<file path="config.mk">
export PLATFORM = sky130hd
export DESIGN_NAME = spi_slave_cfg
export DESIGN_NICKNAME = d
export VERILOG_FILES = /design/src/rtl/spi_slave_cfg.sv
export SDC_FILE = /design/constraint.sdc
export NUM_CORES = 1
export LEC_CHECK = 0
export ABC_CLOCK_PERIOD_IN_PS = 2400
export BUFFER_PORTS_ARGS = -buffer_cell sky130_fd_sc_hd__buf_4
export CAP_MARGIN = 10
export CORE_MARGIN = 2
export CORE_UTILIZATION = 40
export CTS_CLUSTER_DIAMETER = 80
export DETAILED_ROUTE_END_ITERATION = 7
export GPL_ROUTABILITY_DRIVEN = 0
export SLEW_MARGIN = 20
export SYNTH_ARGS = -nofsm -noshare
export SYNTH_HDL_FRONTEND = slang
export SYNTH_SLANG_ARGS = --single-unit
</file>
<file path="constraint.sdc">
create_clock -name sys_clk -period 2.4 [get_ports sys_clk]
set_clock_uncertainty 0.05 [all_clocks]
set_input_delay 0.12 -clock sys_clk [delete_from_list [all_inputs] [get_ports sys_clk]]
set_output_delay 0.12 -clock sys_clk [all_outputs]
set_load 0.02 [all_outputs]
</file>
<file path="src/rtl/spi_slave_cfg.sv">
// ----------------------------------------------------------------------------
// spi_slave_cfg
// Configurable SPI slave. nCS, SCK and MOSI are asynchronous to sys_clk. Each
// one passes through a 2-FF synchronizer and a third stage that is used for
// edge detection. The slave has one TX holding buffer in front of the TX shift
// register, and it assembles received words in natural bit order.
//
// Parameters
//   DATA_W    word length in bits (4..32)
//   CPOL      SCK idle level
//   CPHA      0: sample on leading edge, 1: sample on trailing edge
//   MSB_FIRST 1: MSB on the wire first, 0: LSB first
//
// Ports
//   sys_clk   system clock, at least 8x the SCK frequency
//   rst_n     asynchronous active-low reset
//   nCS       chip select, active-low (asynchronous)
//   SCK       SPI clock (asynchronous)
//   MOSI      serial data in (asynchronous)
//   MISO      serial data out (registered)
//   tx_data   next word to transmit
//   tx_load   write strobe for tx_data, accepted only while tx_ready is high
//   tx_ready  TX holding buffer empty
//   rx_data   last complete received word
//   rx_valid  one-cycle pulse when rx_data updates
//   busy      frame in progress (synchronized nCS low)
//   frame_err one-cycle pulse when a frame ends on a partial word
// ----------------------------------------------------------------------------
module spi_slave_cfg #(
    parameter int unsigned DATA_W    = 8,
    parameter int unsigned CPOL      = 0,
    parameter int unsigned CPHA      = 0,
    parameter int unsigned MSB_FIRST = 1
) (
    input  logic              sys_clk,
    input  logic              rst_n,
    input  logic              nCS,
    input  logic              SCK,
    input  logic              MOSI,
    output logic              MISO,
    input  logic [DATA_W-1:0] tx_data,
    input  logic              tx_load,
    output logic              tx_ready,
    output logic [DATA_W-1:0] rx_data,
    output logic              rx_valid,
    output logic              busy,
    output logic              frame_err
);

    localparam int unsigned CNT_W = $clog2(DATA_W);
    localparam logic [CNT_W-1:0] LAST_CNT = CNT_W'(DATA_W - 1);
    localparam bit IDLE_LVL  = (CPOL != 0);
    localparam bit PHASE1    = (CPHA != 0);
    localparam bit MSB_FIRST_B = (MSB_FIRST != 0);

    typedef enum logic {StIdle, StActive} state_t;

    state_t            state;
    logic [2:0]        ncs_sync;
    logic [2:0]        sck_sync;
    logic [2:0]        mosi_sync;
    logic              sck_rise;
    logic              sck_fall;
    logic [DATA_W-1:0] tx_buf;
    logic              tx_full;
    logic [DATA_W-1:0] tx_sh;
    logic [DATA_W-1:0] rx_sh;
    logic [CNT_W-1:0]  bit_cnt;
    logic              word_done;

    logic              lead_edge;
    logic              trail_edge;
    logic              sample_edge;
    logic              shift_edge;
    logic              ncs_fall;
    logic              ncs_high;
    logic              xfer;
    logic [DATA_W-1:0] tx_word;
    logic [DATA_W-1:0] rx_next;

    function automatic logic first_bit(input logic [DATA_W-1:0] w);
        return MSB_FIRST_B ? w[DATA_W-1] : w[0];
    endfunction

    function automatic logic [DATA_W-1:0] shift_out(input logic [DATA_W-1:0] w);
        return MSB_FIRST_B ? {w[DATA_W-2:0], 1'b0} : {1'b0, w[DATA_W-1:1]};
    endfunction

    // Synchronizers. Index 0/1 form the 2-FF synchronizer, index 2 is the
    // history stage for edge detection. The SCK edges are registered once more.
    // That is why the sampled MOSI is taken from index 2: it lines up with the
    // registered edge pulse. The nCS stages reset low. A frame therefore starts
    // only on a real falling edge seen after reset is released.
    always_ff @(posedge sys_clk or negedge rst_n) begin
        if (!rst_n) begin
            ncs_sync  <= 3'b000;
            sck_sync  <= {3{IDLE_LVL}};
            mosi_sync <= 3'b000;
            sck_rise  <= 1'b0;
            sck_fall  <= 1'b0;
        end else begin
            ncs_sync  <= {ncs_sync[1:0], nCS};
            sck_sync  <= {sck_sync[1:0], SCK};
            mosi_sync <= {mosi_sync[1:0], MOSI};
            sck_rise  <= sck_sync[1] & ~sck_sync[2];
            sck_fall  <= ~sck_sync[1] & sck_sync[2];
        end
    end

    always_comb begin
        lead_edge   = IDLE_LVL ? sck_fall : sck_rise;
        trail_edge  = IDLE_LVL ? sck_rise : sck_fall;
        sample_edge = PHASE1 ? trail_edge : lead_edge;
        shift_edge  = PHASE1 ? lead_edge : trail_edge;
        ncs_fall    = ncs_sync[2] & ~ncs_sync[1];
        ncs_high    = ncs_sync[1];
        tx_word     = tx_full ? tx_buf : '0;
        rx_next     = MSB_FIRST_B ? {rx_sh[DATA_W-2:0], mosi_sync[2]}
                                  : {mosi_sync[2], rx_sh[DATA_W-1:1]};
        // Buffer -> shift register happens at frame start, and at the first
        // shift edge after a word completes. For CPHA=1 that shift edge is the
        // leading edge of the next word.
        xfer = 1'b0;
        if (state == StIdle) begin
            xfer = ncs_fall;
        end else if (!ncs_high && shift_edge && word_done) begin
            xfer = 1'b1;
        end
    end

    assign tx_ready = ~tx_full;
    assign busy     = (state == StActive);

    always_ff @(posedge sys_clk or negedge rst_n) begin
        if (!rst_n) begin
            state     <= StIdle;
            MISO      <= 1'b0;
            rx_data   <= '0;
            rx_valid  <= 1'b0;
            frame_err <= 1'b0;
            tx_buf    <= '0;
            tx_full   <= 1'b0;
            tx_sh     <= '0;
            rx_sh     <= '0;
            bit_cnt   <= '0;
            word_done <= 1'b0;
        end else begin
            rx_valid  <= 1'b0;
            frame_err <= 1'b0;

            // A load that coincides with a transfer is accepted only while the
            // buffer is empty. The transfer then takes zeros and the new word
            // waits for the next transfer.
            if (tx_load && !tx_full) begin
                tx_buf  <= tx_data;
                tx_full <= 1'b1;
            end else if (xfer) begin
                tx_full <= 1'b0;
            end

            case (state)
                StIdle: begin
                    MISO      <= 1'b0;
                    bit_cnt   <= '0;
                    word_done <= 1'b0;
                    if (ncs_fall) begin
                        state <= StActive;
                        if (!PHASE1) begin
                            MISO  <= first_bit(tx_word);
                            tx_sh <= shift_out(tx_word);
                        end else begin
                            tx_sh <= tx_word;
                        end
                    end
                end
                StActive: begin
                    if (ncs_high) begin
                        state     <= StIdle;
                        MISO      <= 1'b0;
                        bit_cnt   <= '0;
                        word_done <= 1'b0;
                        if (bit_cnt != '0) begin
                            frame_err <= 1'b1;
                        end
                    end else begin
                        if (sample_edge) begin
                            rx_sh <= rx_next;
                            if (bit_cnt == LAST_CNT) begin
                                bit_cnt   <= '0;
                                rx_data   <= rx_next;
                                rx_valid  <= 1'b1;
                                word_done <= 1'b1;
                            end else begin
                                bit_cnt <= bit_cnt + 1'b1;
                            end
                        end
                        if (shift_edge) begin
                            if (word_done) begin
                                MISO      <= first_bit(tx_word);
                                tx_sh     <= shift_out(tx_word);
                                word_done <= 1'b0;
                            end else begin
                                MISO  <= first_bit(tx_sh);
                                tx_sh <= shift_out(tx_sh);
                            end
                        end
                    end
                end
                default: state <= StIdle;
            endcase
        end
    end

endmodule

</file>
==> flow_metrics.env, run 1 <==
export IMPL_status="complete, no violations"
export IMPL_finalSetupViolCount=0
export IMPL_rsz0062_at_grt="no"
export IMPL_synth_adder_area_share_pct=1.860
export IMPL_irDropWorstVdd_mv=0.4048
export IMPL_worst_slew_margin_rel_pct=56.89
export IMPL_die_area_um2=5630
export IMPL_post_cts_buffers=0
export IMPL_postSynthCellCount=150
export IMPL_yosys_warnings=0
export IMPL_grt_max_degree=51
export IMPL_grt_util_all_layers_pct=14.01
export IMPL_die_w_um=75.03
export IMPL_route_vias_total=1190
export IMPL_cts_tree="done"
export IMPL_worstMarginPinSlew_ps=645.3
export IMPL_placed_area_um2=2267
export IMPL_fillCellCount=437
export IMPL_crit_arrival_ps=1840
export IMPL_design_core_area_um2=4786
export IMPL_cp_slowest_cell="dfrtp_1"
export IMPL_grt_pass1_vias=1266
export IMPL_ys_types=25
export IMPL_via_per_inst=4.630
export IMPL_regArea_um2=1251
export IMPL_clk_pin_slew_ps=90
export IMPL_synthMuxAreaShare_pct=18.23
export IMPL_hold_class="input port to register"
export IMPL_rows=25
export IMPL_setup_tns_ps=0
export IMPL_start_kind="register"
export IMPL_syn_cell_area_um2=2018
export IMPL_final_nets=206
export IMPL_power_leakage_nw=1.181
export IMPL_detail_route_antenna_nets=0
export IMPL_rr_startpoint="busy$_DFF_PN0_"
export IMPL_grt_first_pass_wirelength_um=5878
export IMPL_fin_crit_ps=1697
export IMPL_multi_input_area_um2=718.2
export IMPL_end_kind="register"
export IMPL_area_growth_pct=23.19
export IMPL_routed_wl_um=3284
export IMPL_cts_root_buf="clkbuf_8"
export IMPL_wl_per_cell_um=12.78
export IMPL_cp_required_ps=2540
export IMPL_portBuffers=26
export IMPL_cts_sinks=50
export IMPL_fin_area_um2=2486
export IMPL_synth_seq_cells=50
export IMPL_cp_startpoint="busy$_DFF_PN0_"
export IMPL_drt_iter0_markers=84
export IMPL_numCtsBuffers=5
export IMPL_hold_violations=0
export IMPL_power_density_nw_per_um2=729.0
export IMPL_synth_top_family_by_area="multiplexers"
export IMPL_cpPeakStageDelay_ps=670
export IMPL_layout_common_cells="dfrtp_1, mux2_2, buf_4, nand2_1, dlygate4sd3_1"
export IMPL_drive_above_1_share_pct=36.32
export IMPL_min_delay_start="tx_load"
export IMPL_place_hpwl_um=2291
export IMPL_antenna_found_initial=0
export IMPL_synth_compound_area_share_pct=4.650
export IMPL_instances_no_fill=257
export IMPL_crit_chain="nand2_1, a21oi_4, mux2_2"
export IMPL_drv_cap=0
export IMPL_slew_viol_final=0
export IMPL_fmax_ghz=0.5891
export IMPL_synth_simple_area_share_pct=10.85
export IMPL_antennaDiodeCount=0
export IMPL_ioPinCount=27
export IMPL_syn_nets=167
export IMPL_critPathMaxFanout=18
export IMPL_place_inst=237
export IMPL_period_share_pct=70.73
export IMPL_first_pass_iters=4
export IMPL_start_util_pct=42.17
export IMPL_htreeDepth=2
export IMPL_p_total_mw=1.812
export IMPL_post_route_drc_count=0
export IMPL_critPathKind="register to register"
export IMPL_clock_latency_ps=300
export IMPL_layout_commonest_cell="dfrtp_1"
export IMPL_die_h_um=75.03
export IMPL_syn_avg_cell_area_um2=13.45
export IMPL_grt_overflow=0
export IMPL_cts_repair_resized=0
export IMPL_cts_buffer_depth=2
export IMPL_yosysSeqAreaShare_pct=62.00
export IMPL_synth_xor_area_share_pct=0
-- report_power, final --
part           switching, mW  total [mW]  leakage (nW)  internal [mW]
clock                  0.277       0.514        0.0478          0.237
sequential            0.0863        1.05         0.638          0.964
combinational         0.0984       0.248         0.495          0.150
total                  0.461        1.81          1.18           1.35
-- worst paths after layout --
| check | end | slack (ps) | depth (start not counted) |
|---|---|---|---|
| worst min-delay path | tx_full$_DFFE_PN0P_ | 50 | 3 |
| max in group asynchronous | tx_buf[3]$_DFFE_PN0P_ | 1570 | 2 |
| worst min register to register | sck_sync[1]$_DFF_PN0_ | 300 | 0 |
| worst max-delay path | tx_sh[4]$_DFFE_PN0P_ | 700 | 3 |
| min in group asynchronous | tx_sh[3]$_DFFE_PN0P_ | 310 | 2 |
| worst max register to register | tx_sh[4]$_DFFE_PN0P_ | 700 | 3 |
-- logic make-up (layout without fill, tap and decap cells) --
| kind of cell | after synthesis | in the layout |
|---|---|---|
| buf+inv | 11 | 51 |
| fa+ha+maj | 3 | 3 |
| mux | 33 | 33 |
| compound gates | 15 | 15 |
| simple gates | 38 | 38 |
| flops | 50 | 50 |
-- sequential cells by signal, summed over array words and instances, names as in the netlist --
| register | flops |
|---|---|
| rx_data | 8 |
| frame_err | 1 |
| tx_buf | 8 |
| tx_sh | 7 |
| bit_cnt | 3 |
| busy | 1 |
| rx_sh | 7 |
| rx_valid | 1 |
| lead_edge | 1 |
| sck_sync | 3 |
| tx_full | 1 |
| mosi_sync | 3 |
| ncs_sync | 3 |
| MISO | 1 |
| sck_fall | 1 |
| word_done | 1 |
-- critical path: cells and delay by family, from the launching register on --
kind	cells	cell delay, ps
AOI/OAI and AO/OA	1	310
DFF	1	670
muxes	1	370
and+or+nand+nor	1	180
-- synthesized netlist by cell type --
cell type / n / area, µm²
nand2b_1: 2 / 12.51
o21a_1: 1 / 7.510
nand3_1: 1 / 5.000
mux2_2: 30 / 337.8
a21oi_4: 1 / 16.27
buf_2: 3 / 15.01
nor2b_1: 3 / 18.77
nand2b_4: 1 / 13.76
inv_1: 5 / 18.77
clkbuf_1: 2 / 7.510
o21ai_0: 6 / 30.03
nand3b_1: 6 / 45.04
nand2_2: 1 / 6.260
a21oi_1: 5 / 25.02
and2b_1: 1 / 7.510
nand3_4: 1 / 17.52
a21boi_0: 1 / 7.510
dfrtp_1: 50 / 1251
nor2b_4: 1 / 13.76
ha_1: 3 / 37.54
mux2i_1: 3 / 30.03
nor2_1: 9 / 33.78
buf_4: 1 / 7.510
a22oi_1: 1 / 7.510
nand2_1: 12 / 45.04
-- through the flow --
step / utilization [%] / hold slack, ps / worst slack (ps)
global route: 51.95 / 68.55 / 594.2
finish: 51.95 / 51.27 / 702.6
CTS: 51.95 / 40.80 / 670.4
detailed placement: 47.37 / 133.0 / 688.0
global placement: 47.37 / 117.2 / 797.5
floorplan: - / -225.6 / 910.1
-- metal layers --
| metal | vias up | wire length, µm | GRT usage, % |
|---|---|---|---|
| li1 | 582 | - | - |
| met1 | 581 | 1530 | 18.65 |
| met2 | 21 | 1586 | 22.51 |
| met3 | 6 | 129 | 4.284 |
| met4 | 0 | 38 | 3.571 |
| met5 | - | 0 | 0 |
-- layout make-up --
class	instances	share of cell area (%)
clock inverter	2	0.6543
multi-input combinational	89	28.89
inverter	5	0.7549
tap	67	3.372
clock buffer	6	3.322
sequential	50	50.33
timing repair buffer	38	12.68
-- repair_timing --
item	4_1_cts	5_1_grt
endpoints found under the setup margin	0	0
endpoints found under the hold margin	61	0
hold buffers	12	0
No activity file was read; power rests on OpenSTA's default activity.
==> run 2: changes to the inputs <==
--- a/config.mk
+++ b/config.mk
@@ -5,7 +5,8 @@
 export SDC_FILE = /design/constraint.sdc
 export NUM_CORES = 1
 export LEC_CHECK = 0
-export ABC_CLOCK_PERIOD_IN_PS = 2400
+export ABC_AREA = 1
+export ABC_CLOCK_PERIOD_IN_PS = 1390
 export BUFFER_PORTS_ARGS = -buffer_cell sky130_fd_sc_hd__buf_4
 export CAP_MARGIN = 10
 export CORE_MARGIN = 2
==> constraint.sdc (replaced) <==
create_clock -name sys_clk -period 1.39 [get_ports sys_clk]
set_clock_uncertainty 0.05 [all_clocks]
set_input_delay 0.0695 -clock sys_clk [delete_from_list [all_inputs] [get_ports sys_clk]]
set_output_delay 0.0695 -clock sys_clk [all_outputs]
set_load 0.02 [all_outputs]
==> flow_metrics.env, run 2 <==
export IMPL_status="complete, no violations"
export IMPL_slew_viol_final=0
export IMPL_cp_slowest_cell="dfrtp_1"
export IMPL_cpPeakStageDelay_ps=380
export IMPL_synth_top_area_share_pct=59.24
export IMPL_synth_most_common_cell="nand2_1"
export IMPL_setup_tns_ps=0
export IMPL_die_area_um2=5878
export IMPL_synth_seq_cells=50
export IMPL_synth_edf_count=0
export IMPL_power_density_nw_per_um2=1293
export IMPL_yosys_top_cells_area="dfrtp_1, nand2_1, inv_1"
export IMPL_layout_commonest_cell="nand2_1"
export IMPL_start_kind="register"
export IMPL_finish_utilization_pct=52.92
export IMPL_start_util_pct=41.35
export IMPL_cts_tree="done"
export IMPL_area_growth_pct=27.96
export IMPL_hold_depth=3
export IMPL_setup_ws_ps=86.86
export IMPL_ioPinCount=27
export IMPL_syn_nets=245
export IMPL_hold_class="input port to register"
export IMPL_min_delay_start="tx_load"
export IMPL_worst_slew_margin_rel_pct=59.86
export IMPL_clock_latency_ps=300
export IMPL_grt_util_all_layers_pct=13.63
export IMPL_regToRegSetupSlack_ps=90
export IMPL_grt_max_degree=51
export IMPL_end_kind="register"
export IMPL_top_layer="met4"
export IMPL_yosysSeqAreaShare_pct=59.24
export IMPL_fin_area_um2=2703
export IMPL_cp_required_ps=1540
export IMPL_ys_types=24
export IMPL_worstMarginPinSlew_ps=602.1
export IMPL_detail_route_antenna_nets=0
export IMPL_hold_violations=0
export IMPL_power_leakage_nw=1.415
export IMPL_crit_chain="ha_2, ha_4, nand3_4, buf_4, nand2_1, o21ai_2"
export IMPL_postSynthCellCount=228
export IMPL_syn_cell_area_um2=2112
export IMPL_layout_common_cells="nand2_1, dfrtp_1, buf_4, inv_1, nand3_1"
export IMPL_route_vias_total=1525
export IMPL_via_per_inst=4.370
export IMPL_cts_root_buf="clkbuf_8"
export IMPL_cts_buffer_depth=2
export IMPL_cts_sinks=50
export IMPL_placed_area_um2=2421
export IMPL_die_h_um=76.67
export IMPL_dr_wl_met2_um=1643
export IMPL_critPathMaxFanout=8
export IMPL_grt_overflow=0
export IMPL_async_flop_share_pct=100.0
export IMPL_r2r_end="rx_data[3]$_DFFE_PN0P_"
export IMPL_rr_startpoint="bit_cnt[0]$_DFFE_PN0P_"
export IMPL_wl_per_cell_um=10.47
export IMPL_numCtsBuffers=5
export IMPL_crit_arrival_ps=1450
export IMPL_worst_path_buf_inv=1
export IMPL_grt_first_pass_wirelength_um=6382
export IMPL_fin_crit_ps=1303
export IMPL_crit_family="flip-flops"
export IMPL_portBuffers=26
export IMPL_synth_common_cells="nand2_1, dfrtp_1, inv_1"
export IMPL_wl_met1_um=1857
export IMPL_first_pass_iters=4
export IMPL_routed_wl_um=3655
export IMPL_place_hpwl_um=2552
export IMPL_yosys_warnings=0
export IMPL_syn_avg_cell_area_um2=9.263
export IMPL_drt_iter0_markers=93
export IMPL_synth_largest_area_cell="dfrtp_1"
export IMPL_p_total_mw=3.495
export IMPL_reg_top3="rx_data: 8 flops, tx_buf: 8 flops"
export IMPL_pre_cts_slack_ps=47.98
export IMPL_htreeDepth=2
export IMPL_synth_flop_cell="dfrtp_1"
export IMPL_antenna_found_initial=0
export IMPL_period_share_pct=93.75
export IMPL_met3_length_um=115
export IMPL_final_nets=295
export IMPL_reg2reg_depth=6
export IMPL_post_route_drc_count=0
export IMPL_rows=26
export IMPL_drv_cap=0
export IMPL_irDropWorstVdd_mv=0.7644
export IMPL_drive_above_1_share_pct=24.73
export IMPL_die_w_um=76.67
export IMPL_critPathKind="register to register"
export IMPL_holdPathEnd="tx_buf[0]$_DFFE_PN0P_"
export IMPL_finalSetupViolCount=0
export IMPL_grt_pass1_vias=1373
export IMPL_clk_pin_slew_ps=90
export IMPL_antennaDiodeCount=0
export IMPL_fmax_ghz=0.7674
export IMPL_design_core_area_um2=5107
## run 2: cell families (layout without fill, tap and decap cells)
kind of cell | after synthesis | count (layout) | synth area share (%)
fa+ha+maj | 3 | 3 | 1.777
simple gates | 116 | 116 | 23.76
flops | 50 | 50 | 59.24
compound gates | 21 | 21 | 7.702
buf+inv | 38 | 89 | 7.523
## run 2: final cells by class
type                            count  area [µm²]
Inverter                           34       127.6
Clock buffer                        5       68.82
Clock inverter                      3       25.02
Sequential cell                    50        1255
Multi-Input combinational cell    140       725.7
Timing Repair Buffer               47       412.9
Fill cell                         478        2405
Tap cell                           70       87.58
## run 2: how the worst max path moves through the flow
stage	startpoint	depth (start not counted)	slack, ps	end
after floorplan	busy$_DFF_PN0_	6	60	rx_data[5]$_DFFE_PN0P_
after global placement	bit_cnt[0]$_DFFE_PN0P_	6	90	rx_data[4]$_DFFE_PN0P_
after detailed placement	bit_cnt[0]$_DFFE_PN0P_	4	50	bit_cnt[0]$_DFFE_PN0P_
after CTS	bit_cnt[0]$_DFFE_PN0P_	4	20	bit_cnt[0]$_DFFE_PN0P_
after global routing	ncs_sync[1]$_DFF_PN0_	6	-2	tx_sh[3]$_DFFE_PN0P_
final	bit_cnt[0]$_DFFE_PN0P_	6	90	rx_data[3]$_DFFE_PN0P_
## run 2: worst reg2reg max path: stages (launching register included)
cell	delay, ps
dfrtp_1	380
ha_2	200
ha_4	140
nand3_4	140
buf_4	180
nand2_1	60
o21ai_2	50
## run 2: timing repair
item                                    CTS  global route
endpoints found under the setup margin    0            13
resized for setup                         0             8
setup buffers                             0             2
hold endpoints to repair                 61             0
hold buffers                             12             0
## run 2: metal layers
| metal | global-route usage (%) | vias up |
|---|---|---|
| met5 | 0 | - |
| li1 | - | 795 |
| met4 | 4.909 | 0 |
| met2 | 19.82 | 22 |
| met1 | 19.71 | 704 |
| met3 | 3.529 | 4 |
## run 2: metrics by stage
| step | hold slack, ps | instances |
|---|---|---|
| after floorplan | -276.1 | 228 |
| after global placement | 80.38 | 326 |
| after detailed placement | 77.89 | 326 |
| after CTS | 12.78 | 346 |
| after global routing | 10.49 | 349 |
| final | 17.08 | 349 |
## run 2: power by group
part	internal (mW)	leakage [nW]	total, mW	switching (mW)
clock	0.364	0.0447	0.854	0.491
sequential	1.72	0.645	1.90	0.183
combinational	0.305	0.725	0.741	0.437
==> run 3: changes to the inputs <==
--- a/config.mk
+++ b/config.mk
@@ -6,7 +6,7 @@
 export NUM_CORES = 1
 export LEC_CHECK = 0
 export ABC_AREA = 1
-export ABC_CLOCK_PERIOD_IN_PS = 1390
+export ABC_CLOCK_PERIOD_IN_PS = 1300
 export BUFFER_PORTS_ARGS = -buffer_cell sky130_fd_sc_hd__buf_4
 export CAP_MARGIN = 10
 export CORE_MARGIN = 2
==> constraint.sdc (replaced) <==
create_clock -name sys_clk -period 1.3 [get_ports sys_clk]
set_clock_uncertainty 0.05 [all_clocks]
set_input_delay 0.065 -clock sys_clk [delete_from_list [all_inputs] [get_ports sys_clk]]
set_output_delay 0.065 -clock sys_clk [all_outputs]
set_load 0.02 [all_outputs]
==> flow_metrics.env, run 3 (synthesis gave the netlist of run 2 again) <==
export IMPL_grt_overflow=0
export IMPL_reg2reg_depth=5
export IMPL_rsz0062_at_grt="yes"
export IMPL_ioPinCount=27
export IMPL_area_growth_pct=31.69
export IMPL_status="complete, no violations"
export IMPL_post_route_drc_count=0
export IMPL_hold_depth=3
export IMPL_fin_crit_ps=1243
export IMPL_start_kind="register"
export IMPL_antennaDiodeCount=0
export IMPL_fillCellCount=474
export IMPL_power_leakage_nw=1.458
export IMPL_design_core_area_um2=5107
export IMPL_crit_chain="ha_4, ha_4, nand3_4, clkbuf_16, o21ai_2"
export IMPL_die_h_um=76.67
export IMPL_grt_first_pass_wirelength_um=6775
export IMPL_antenna_found_initial=0
export IMPL_portBuffers=26
export IMPL_start_util_pct=41.35
export IMPL_worstMarginPinSlew_ps=300.4
export IMPL_layout_commonest_cell="nand2_1"
export IMPL_numCtsBuffers=5
export IMPL_min_delay_start="tx_load"
export IMPL_cp_slowest_cell="dfrtp_1"
export IMPL_hold_violations=0
export IMPL_crit_top_cell="ha_4"
export IMPL_placed_area_um2=2465
export IMPL_critPathMaxFanout=7
export IMPL_routed_wl_um=3762
export IMPL_whs_ps=16.11
export IMPL_hold_class="input port to register"
export IMPL_drive_above_1_share_pct=27.82
export IMPL_worst_slew_margin_rel_pct=79.97
export IMPL_first_pass_iters=4
export IMPL_reg_top3="rx_data: 8 flops, tx_buf: 8 flops"
export IMPL_place_hpwl_um=2551
export IMPL_via_per_inst=4.257
export IMPL_fmax_ghz=0.8045
export IMPL_cp_required_ps=1440
export IMPL_clock_latency_ps=290
export IMPL_regToRegSetupSlack_ps=60
export IMPL_grt_pass1_vias=1519
export IMPL_crit_arrival_ps=1380
export IMPL_irDropWorstVdd_mv=0.7369
export IMPL_cts_tree="done"
export IMPL_layout_common_cells="nand2_1, dfrtp_1, buf_4, inv_1, nand3_1"
export IMPL_detail_route_antenna_nets=0
export IMPL_cts_buffer_depth=2
export IMPL_crit_family="flip-flops"
export IMPL_clk_pin_slew_ps=90
export IMPL_route_vias_total=1507
export IMPL_holdPathEnd="tx_buf[4]$_DFFE_PN0P_"
export IMPL_grt_max_degree=30
export IMPL_drt_iter0_markers=74
export IMPL_critPathKind="register to register"
export IMPL_power_density_nw_per_um2=1366
export IMPL_period_share_pct=95.62
export IMPL_rr_startpoint="bit_cnt[1]$_DFFE_PN0P_"
export IMPL_drv_cap=0
export IMPL_r2r_end="rx_data[3]$_DFFE_PN0P_"
export IMPL_worst_path_buf_inv=1
export IMPL_rows=26
export IMPL_cpPeakStageDelay_ps=420
export IMPL_finalSetupViolCount=0
export IMPL_wl_per_cell_um=10.63
export IMPL_cts_sinks=50
export IMPL_die_w_um=76.67
export IMPL_final_nets=300
export IMPL_grt_util_all_layers_pct=14.25
export IMPL_end_kind="register"
export IMPL_die_area_um2=5878
export IMPL_fin_area_um2=2781
export IMPL_slew_viol_final=0
export IMPL_cts_root_buf="clkbuf_8"
export IMPL_htreeDepth=2
## run 3: worst max-delay path by stage
stage                                       from                      to  slack [ps]  cells past startpoint
after global routing       ncs_sync[1]$_DFF_PN0_    tx_sh[4]$_DFFE_PN0P_         -10                      6
after floorplan           bit_cnt[0]$_DFFE_PN0P_  rx_data[5]$_DFFE_PN0P_          30                      6
after CTS                 bit_cnt[0]$_DFFE_PN0P_  bit_cnt[0]$_DFFE_PN0P_          -1                      4
final                     bit_cnt[1]$_DFFE_PN0P_  rx_data[3]$_DFFE_PN0P_          60                      5
after detailed placement  bit_cnt[0]$_DFFE_PN0P_  bit_cnt[0]$_DFFE_PN0P_         -20                      4
after global placement    bit_cnt[0]$_DFFE_PN0P_  bit_cnt[0]$_DFFE_PN0P_          30                      4
## run 3: what timing repair did
| item | in CTS | in global routing |
|---|---|---|
| hold endpoints to repair | 61 | 0 |
| resized for setup | 2 | 14 |
| gates cloned | 0 | 1 |
| pin swaps | 0 | 1 |
| buffers inserted | 0 | 3 |
| setup endpoints to repair | 9 | 17 |
| hold buffers | 12 | 0 |
## run 3: through the flow
stage	worst slack, ps	util (%)	instances	setup TNS (ps)	power, mW
floorplan	25.81	-	228	0	2.556
global placement	28.66	48.26	330	0	2.813
detailed placement	-21.11	48.26	330	-33.89	2.830
CTS	-1.482	52.47	350	-1.482	3.794
global route	-13.87	54.46	354	-13.87	4.099
finish	56.97	54.46	354	0	3.800
## run 3: final cells by class
type	instances	area, µm²	share of cell area, %
clock buffers	7	86.33	3.104
clock inverters	1	5.005	0.1799
inverters	34	127.6	4.588
multi-input cells	140	753.2	27.08
flip-flops and latches	50	1255	45.12
well taps	70	87.58	3.149
repair buffers	52	466.7	16.78
## run 3: tightest hold or removal path, stage by stage
cell     delay [ps]
buf_4           140
nand3_1          80
nand2_1          40
## run 3: power breakdown
group	internal [mW]	switching [mW]	leakage, nW
clock network	0.430	0.491	0.0482
registers	1.83	0.181	0.645
logic	0.376	0.487	0.764
total	2.64	1.16	1.46
## run 3: layer usage
metal	part of all wire, %	vias up	track usage [%]
li1	-	805	-
met1	51	678	18.96
met2	45	17	23.07
met3	2.4	7	3.176
met4	1.6	0	4.909
met5	0	-	0
